**src/rtl/alu_bitserial_ctrl.sv**
```systemverilog
// Bit-serial ALU sequencer. Latches two WIDTH-bit operands and a 3-bit op, then
// drives an external combinational 1-bit ALU slice one bit per clock, LSB first.
// It collects the slice result and carry each cycle, builds the full result, and
// derives the zero, carry and overflow flags.
//
// Ports:
//   clk, resetn          clock and synchronous active-low reset
//   start, op_in         request (sampled only when idle) and ALU operation
//   a_in, b_in           operands, latched when start is accepted
//   slice_a, slice_b     current operand bits
//   slice_binvert        B-invert select (op[2])
//   slice_cin            carry into the current bit
//   slice_less           Less input of the slice (tied 0)
//   slice_op             slice result-mux select
//   slice_result/carry   combinational slice outputs for the current bit
//   busy, done           running / one-cycle completion pulse
//   result, zero, carry_out, overflow  final result and flags, held until next op
module alu_bitserial_ctrl #(
  parameter int unsigned WIDTH = 24
) (
  input  logic             clk,
  input  logic             resetn,
  input  logic             start,
  input  logic [2:0]       op_in,
  input  logic [WIDTH-1:0] a_in,
  input  logic [WIDTH-1:0] b_in,
  output logic             slice_a,
  output logic             slice_b,
  output logic             slice_binvert,
  output logic             slice_cin,
  output logic             slice_less,
  output logic [1:0]       slice_op,
  input  logic             slice_result,
  input  logic             slice_carry,
  output logic             busy,
  output logic             done,
  output logic [WIDTH-1:0] result,
  output logic             zero,
  output logic             carry_out,
  output logic             overflow
);

  localparam int unsigned CntW = (WIDTH > 1) ? $clog2(WIDTH) : 1;

  typedef enum logic [1:0] {StIdle, StRun, StDone} state_e;

  state_e            state_q, state_d;
  logic [WIDTH-1:0]  a_q, b_q;
  logic [2:0]        op_q;
  logic [CntW-1:0]   cnt_q;
  // Holds bits 0..WIDTH-2; the MSB is taken straight from the slice on the last edge.
  logic [WIDTH-2:0]  res_q;
  logic              carry_q;

  logic              run;
  logic              last_bit;
  logic              is_arith;
  logic              ovf;
  logic [WIDTH-1:0]  res_full;
  logic [WIDTH-1:0]  res_final;

  assign run      = (state_q == StRun);
  assign last_bit = (cnt_q == CntW'(WIDTH - 1));
  assign is_arith = (op_q == 3'b010) || (op_q == 3'b110) || (op_q == 3'b111);

  // Next state
  always_comb begin
    state_d = state_q;
    unique case (state_q)
      StIdle:  if (start) state_d = StRun;
      StRun:   if (last_bit) state_d = StDone;
      StDone:  state_d = StIdle;
      default: state_d = StIdle;
    endcase
  end

  always_ff @(posedge clk) begin
    if (!resetn) state_q <= StIdle;
    else         state_q <= state_d;
  end

  // Final result; valid only during the last RUN cycle. carry_q is the MSB carry-in.
  always_comb begin
    res_full  = {slice_result, res_q};
    ovf       = is_arith & (carry_q ^ slice_carry);
    res_final = res_full;
    // SLT: sign of a-b corrected by overflow gives signed less-than.
    if (op_q == 3'b111) res_final = {{(WIDTH - 1){1'b0}}, slice_result ^ ovf};
  end

  always_ff @(posedge clk) begin
    if (!resetn) begin
      a_q       <= '0;
      b_q       <= '0;
      op_q      <= '0;
      cnt_q     <= '0;
      res_q     <= '0;
      carry_q   <= 1'b0;
      result    <= '0;
      zero      <= 1'b0;
      carry_out <= 1'b0;
      overflow  <= 1'b0;
    end else begin
      if (state_q == StIdle && start) begin
        a_q     <= a_in;
        b_q     <= b_in;
        op_q    <= op_in;
        cnt_q   <= '0;
        res_q   <= '0;
        carry_q <= op_in[2];
      end
      if (run) begin
        res_q   <= {slice_result, res_q[WIDTH-2:1]};
        carry_q <= slice_carry;
        cnt_q   <= cnt_q + 1'b1;
        if (last_bit) begin
          result    <= res_final;
          zero      <= (res_final == '0);
          carry_out <= slice_carry;
          overflow  <= ovf;
        end
      end
    end
  end

  // Slice drive is held quiet outside RUN.
  always_comb begin
    slice_a       = 1'b0;
    slice_b       = 1'b0;
    slice_binvert = 1'b0;
    slice_cin     = 1'b0;
    slice_op      = 2'b00;
    if (run) begin
      slice_a       = a_q[cnt_q];
      slice_b       = b_q[cnt_q];
      slice_binvert = op_q[2];
      slice_cin     = carry_q;
      slice_op      = (op_q == 3'b111) ? 2'b10 : op_q[1:0];
    end
  end

  assign slice_less = 1'b0;
  assign busy       = run;
  assign done       = (state_q == StDone);

endmodule
```
**config.mk**
```make
export PLATFORM = sky130hd
export DESIGN_NAME = alu_bitserial_ctrl
export DESIGN_NICKNAME = d
export VERILOG_FILES = /design/src/rtl/alu_bitserial_ctrl.sv
export SDC_FILE = /design/constraint.sdc
export NUM_CORES = 1
export LEC_CHECK = 0
export CORE_MARGIN = 2
export CORE_UTILIZATION = 40
export DETAILED_ROUTE_END_ITERATION = 8
export GPL_ROUTABILITY_DRIVEN = 1
export PLACE_DENSITY = 0.67
export RECOVER_POWER = 50
export SLEW_MARGIN = 15
export SYNTH_ARGS = -nofsm -noshare
export SYNTH_HDL_FRONTEND = slang
export SYNTH_SLANG_ARGS = --single-unit
```
**constraint.sdc**
```tcl
create_clock -name clk -period 1.8 [get_ports clk]
set_clock_uncertainty 0.2 [all_clocks]
set_input_delay 0.36 -clock clk [delete_from_list [all_inputs] [get_ports clk]]
set_output_delay 0.36 -clock clk [all_outputs]
set_load 0.03 [all_outputs]
```
# Word level (Yosys, flattened, before mapping)
# Cells that the tools add are included.
# totals
reg_bits,109
inputBits,56
output_inout_bits,36
elab_cells,52
# classes
n_addsub,1
order_cmp,1
n_eq_ne,8
mux,20
bitwise,3
reduce_logical,8
# ops
cell,count
$mux 23,2
$logic_not 24->1,1
$mux 24,1
$bmux 1 s5,2
$mux 5,2
$mux 1,8
$mux 2,4
$eq 3x3->1 const B,2
$lt 5x6->1 const B,1
$add 5x1->5 const B,1
$eq 5x5->1 const B,1
$pmux 2 s2,1
$reduce_and 2->1,2
$eq 3x2->1 const B,1
$eq 2x1->1 const B,1
$eq 2x2->1 const B,1
$logic_not 2->1,1
$logic_or 1x1->1,2
$ne 2x1->1 const B,1
$ne 2x2->1 const B,1
$reduce_bool 2->1,1
$xor 1x1->1,2
$and 1x1->1,1
$logic_and 1x1->1,1

# Longest topological paths before layout
# depth
depth_word,7
depth_mapped,7

# Worst setup path after synthesis
# Ideal clock, no wire load.
# synth_path
kind,register to output
from,reg state_q[1]
to,out slice_op[0]
arrival_ps,1649
slack_ps,-409
path_stages_with_launch,5
path_buffers,2
path_cell_list,dfxtp_1 -> nand2b_1 -> buf_2 -> buf_1 -> a211oi_1
# synth_between
elab_chain_len,2
# synth_lines
item,line,rtl
"start, declared",47,"state_e state_q, state_d;"
"start signal, assigned",78,if (!resetn) state_q <= StIdle;
"start signal, assigned",79,else state_q <= state_d;
$eq 2x1->1,62,assign run = (state_q == StRun);
$mux 2,133,if (run) begin
"end, declared",32,"output logic [1:0] slice_op,"
# No other way between the ends.

# Final worst setup path
# layout_path
from,reg cnt_q[0]
to,out slice_a
# layout_between
elab_chain_len,3
# layout_lines
item,line,rtl
"start, declared",50,logic [CntW-1:0] cnt_q;
"start signal, assigned",115,cnt_q <= cnt_q + 1'b1;
$bmux 1 s5,134,slice_a = a_q[cnt_q];
$mux 1 (implied by the code),134,
$mux 1,133,
"end, declared",27,"output logic slice_a,"
# No other way between the ends. The select of a mux whose other input is x is not followed.

==> reports/metrics.cfg <==
[run_status]
status=complete, but fails checks
violations=negative setup slack

[setup_path]
max_stage_delay_ps=510
r2r_start=state_q[1]
critPathCaptureType=output pin
reg2regPathDepth=8
path_cells=buf_8 > mux4_2 > a22oi_2 > a32oi_4 > buf_6
reg2reg_to=result[10]
worstPathMaxFanout=6
slowest_stage=mux4_2
crit_buf_inv=2
rrSetupSlack_ps=30
criticalPathCategory=flip-flop to output pin
crit_arrival_ps=1960
critPathLaunchType=flip-flop
cp_top_family=multiplexers
cp.required_ps=1240

[floorplanning]
die_x_microns=110
io_pins=92
die-area_sq_um=12100
initial_core_util_pct=41.3
die_y_microns=110
num_rows=38
core_area_sq_um=10900

[power]
intPower_uw=3380
p_comb_share_pct=14.0
p_sw_share_pct=25.9
p_leak_uw=0.00240
clkPwrFrac_pct=30.3
powerDensity_nw_per_um2=734
peakVddDrop_mv=0.396
p_sw_uw=1180
finalPower_uw=4550
p_seq_share_pct=55.7

[global_routing]
grt_pass1_wl_microns=18200
grt_pass1_vias=3807
grt.total_usage_pct=18.9
grt_antenna_before_repair=0
overflow=0
grt_max_degree=46

[detailed_routing]
ant_nets=0
drt_pass1_iterations=4
vias_per_cell=5.15
wl_per_cell_microns=14.4
drt-initial-drc-count=302
drc=0
routed_wl_microns=11400
dr_total_vias=4064

[logic_synthesis]
syn_nets=594
syn_area_per_cell_sq_um=8.38
synth_edf_count=0
synth_area_sq_um=4500
synthCells=537
synth.distinct_cells=44
synth-seq-cells=109
yosysWarnings=0
async_flop_share_pct=0
synth-main-ff-cell=dfxtp_1
synth-seq-area-share_pct=48.5

[hold_path]
hp-class=flip-flop to flip-flop
hold_path_end=result[3]
hold_start=result[3]
worstHoldPathCells=2

[timing]
rsz0062_at_grt=yes
tns_ps=-1970
setup_slack_ps=-719
slew_violations=0
fmax_mhz=397
final_hold_viol_count=0
period_needed_ps=2520
period_share_pct=140
setup_viol=7
timing.hold.ws_ps=248

[layout]
antenna_cells=0
layout-drive-gt1-share_pct=17.1
final_area_sq_um=6210
regArea_sq_um=2190
fillers=987
final_cell_mix=nand2_1 (159), dfxtp_1 (105), a21oi_1 (84)
area_delta_synth_final_pct=38.0
multi_input_area_sq_um=2220
nNetsFinal=701
mostFrequentLayoutCell=nand2_1

[clock_tree]
cts.path.max_buffers=2
ctsHoldBuffers=0
cts_buffers=9
root_buffer=clkbuf_8
path_clk_slew_ps=100
h-tree-depth=3
cts_tree=done
clk_latency_ps=370
cts.sinks=109

[placed_design]
dpl_cell_area_sq_um=5780
place.gp.congestion=0.800
port_buffers=90
dp.final_hpwl_microns=7610

[run]
max_cap_viol_count=0

[final cells by class]
class	count	share of cell area (%)
clock buffer	10	2.22
inverter	3	0.222
sequential	109	35.3
tap	140	2.82
clock inverter	6	0.726
multi-input combinational	381	35.7
timing repair buffer	140	23.0
[cells in the mapped netlist, types with 2 or more instances]
| cell type | count | area share, % |
|---|---|---|
| dfxtp_1 | 109 | 49 |
| nor3_1 | 2 | 0.22 |
| nand2_1 | 160 | 13 |
| inv_1 | 3 | 0.25 |
| mux2_2 | 2 | 0.50 |
| mux4_2 | 8 | 4.0 |
| buf_1 | 10 | 0.83 |
| a21oi_1 | 86 | 9.6 |
| nor2_1 | 8 | 0.67 |
| a21boi_0 | 21 | 3.5 |
| nor4_1 | 5 | 0.70 |
| mux4_1 | 4 | 2.3 |
| o21ai_0 | 3 | 0.33 |
| a211oi_1 | 2 | 0.33 |
| buf_2 | 7 | 0.78 |
| clkbuf_1 | 22 | 1.8 |
| nand3_1 | 51 | 5.7 |
| and2_1 | 4 | 0.56 |
| a22oi_1 | 2 | 0.33 |
| buf_4 | 4 | 0.67 |
[worst register-to-register path: stages (launching register included)]
cell and delay (ps):
dfxtp_2 330, nand2b_4 160, inv_4 80, buf_12 110
buf_6 100, and4_4 310, clkbuf_16 170, nand3_1 80
a21oi_1 150
[cell families (layout without fill, tap and decap cells)]
| family | count (synthesis) | after routing | share of synthesized area (%) |
|---|---|---|---|
| adders and majority gates | 1 | 1 | 0.278 |
| muxes | 16 | 16 | 7.32 |
| and+or+nand+nor | 240 | 240 | 23.0 |
| DFF | 109 | 109 | 48.5 |
| AOI/OAI and AO/OA | 121 | 121 | 15.5 |
| xor gates and xnor gates | 2 | 2 | 0.723 |
| buffers and inverters | 47 | 159 | 4.62 |
| other | 1 | 1 | 0.0834 |
[per-layer routing]
layer  part of all wire, %  wire (microns)  vias up  global-route usage [%]
met4                  0.67              76        0                    3.25
met5                     0               0        -                       0
met3                   6.3             714        6                    4.76
met2                    46            5210      123                    30.2
li1                      -               -     2050                       -
met1                    47            5390     1885                    26.3
[per-stage QoR]
stage,std cells,utilization [%],worst slack (ps)
after detailed placement,762,53.1,-773
after CTS,783,56.0,-764
after global routing,789,57.0,-783
after global placement,762,53.1,-750
final,789,57.0,-719
after floorplan,537,-,-223
[what timing repair did]
| action | in CTS | in global routing |
|---|---|---|
| buffers inserted | 4 | 4 |
| gates cloned | 1 | 4 |
| pin swaps | 3 | 8 |
| gates resized for setup | 65 | 18 |
| setup endpoints to repair | 63 | 32 |
[how the worst max path moves through the flow]
stage / startpoint / endpoint / slack, ps / depth (start not counted)
finish: cnt_q[0] / slice_a / -720 / 5
global route: cnt_q[0] / slice_a / -780 / 5
CTS: cnt_q[0] / slice_a / -760 / 5
detailed placement: cnt_q[0] / slice_b / -770 / 5
global placement: cnt_q[0] / slice_b / -750 / 5
floorplan: cnt_q[0] / slice_a / -220 / 5
[state kept, by name, indices dropped and copies added (netlist names)]
register   cells
result        24
overflow       1
cnt_q          5
a_q           24
res_q         23
carry_q        1
zero           1
op_q           3
carry_out      1
b_q           24
state_q        2
[power groups by stage]
stage / Sequential, uW / Combinational [uW] / Clock (uW)
final: 2540 / 636 / 1380
after global routing: 2550 / 692 / 1500
after CTS: 2540 / 629 / 1420
after detailed placement: 2590 / 574 / 0
after global placement: 2580 / 561 / 0
after floorplan: 2570 / 323 / 0
No activity file was read; power rests on OpenSTA's default activity.
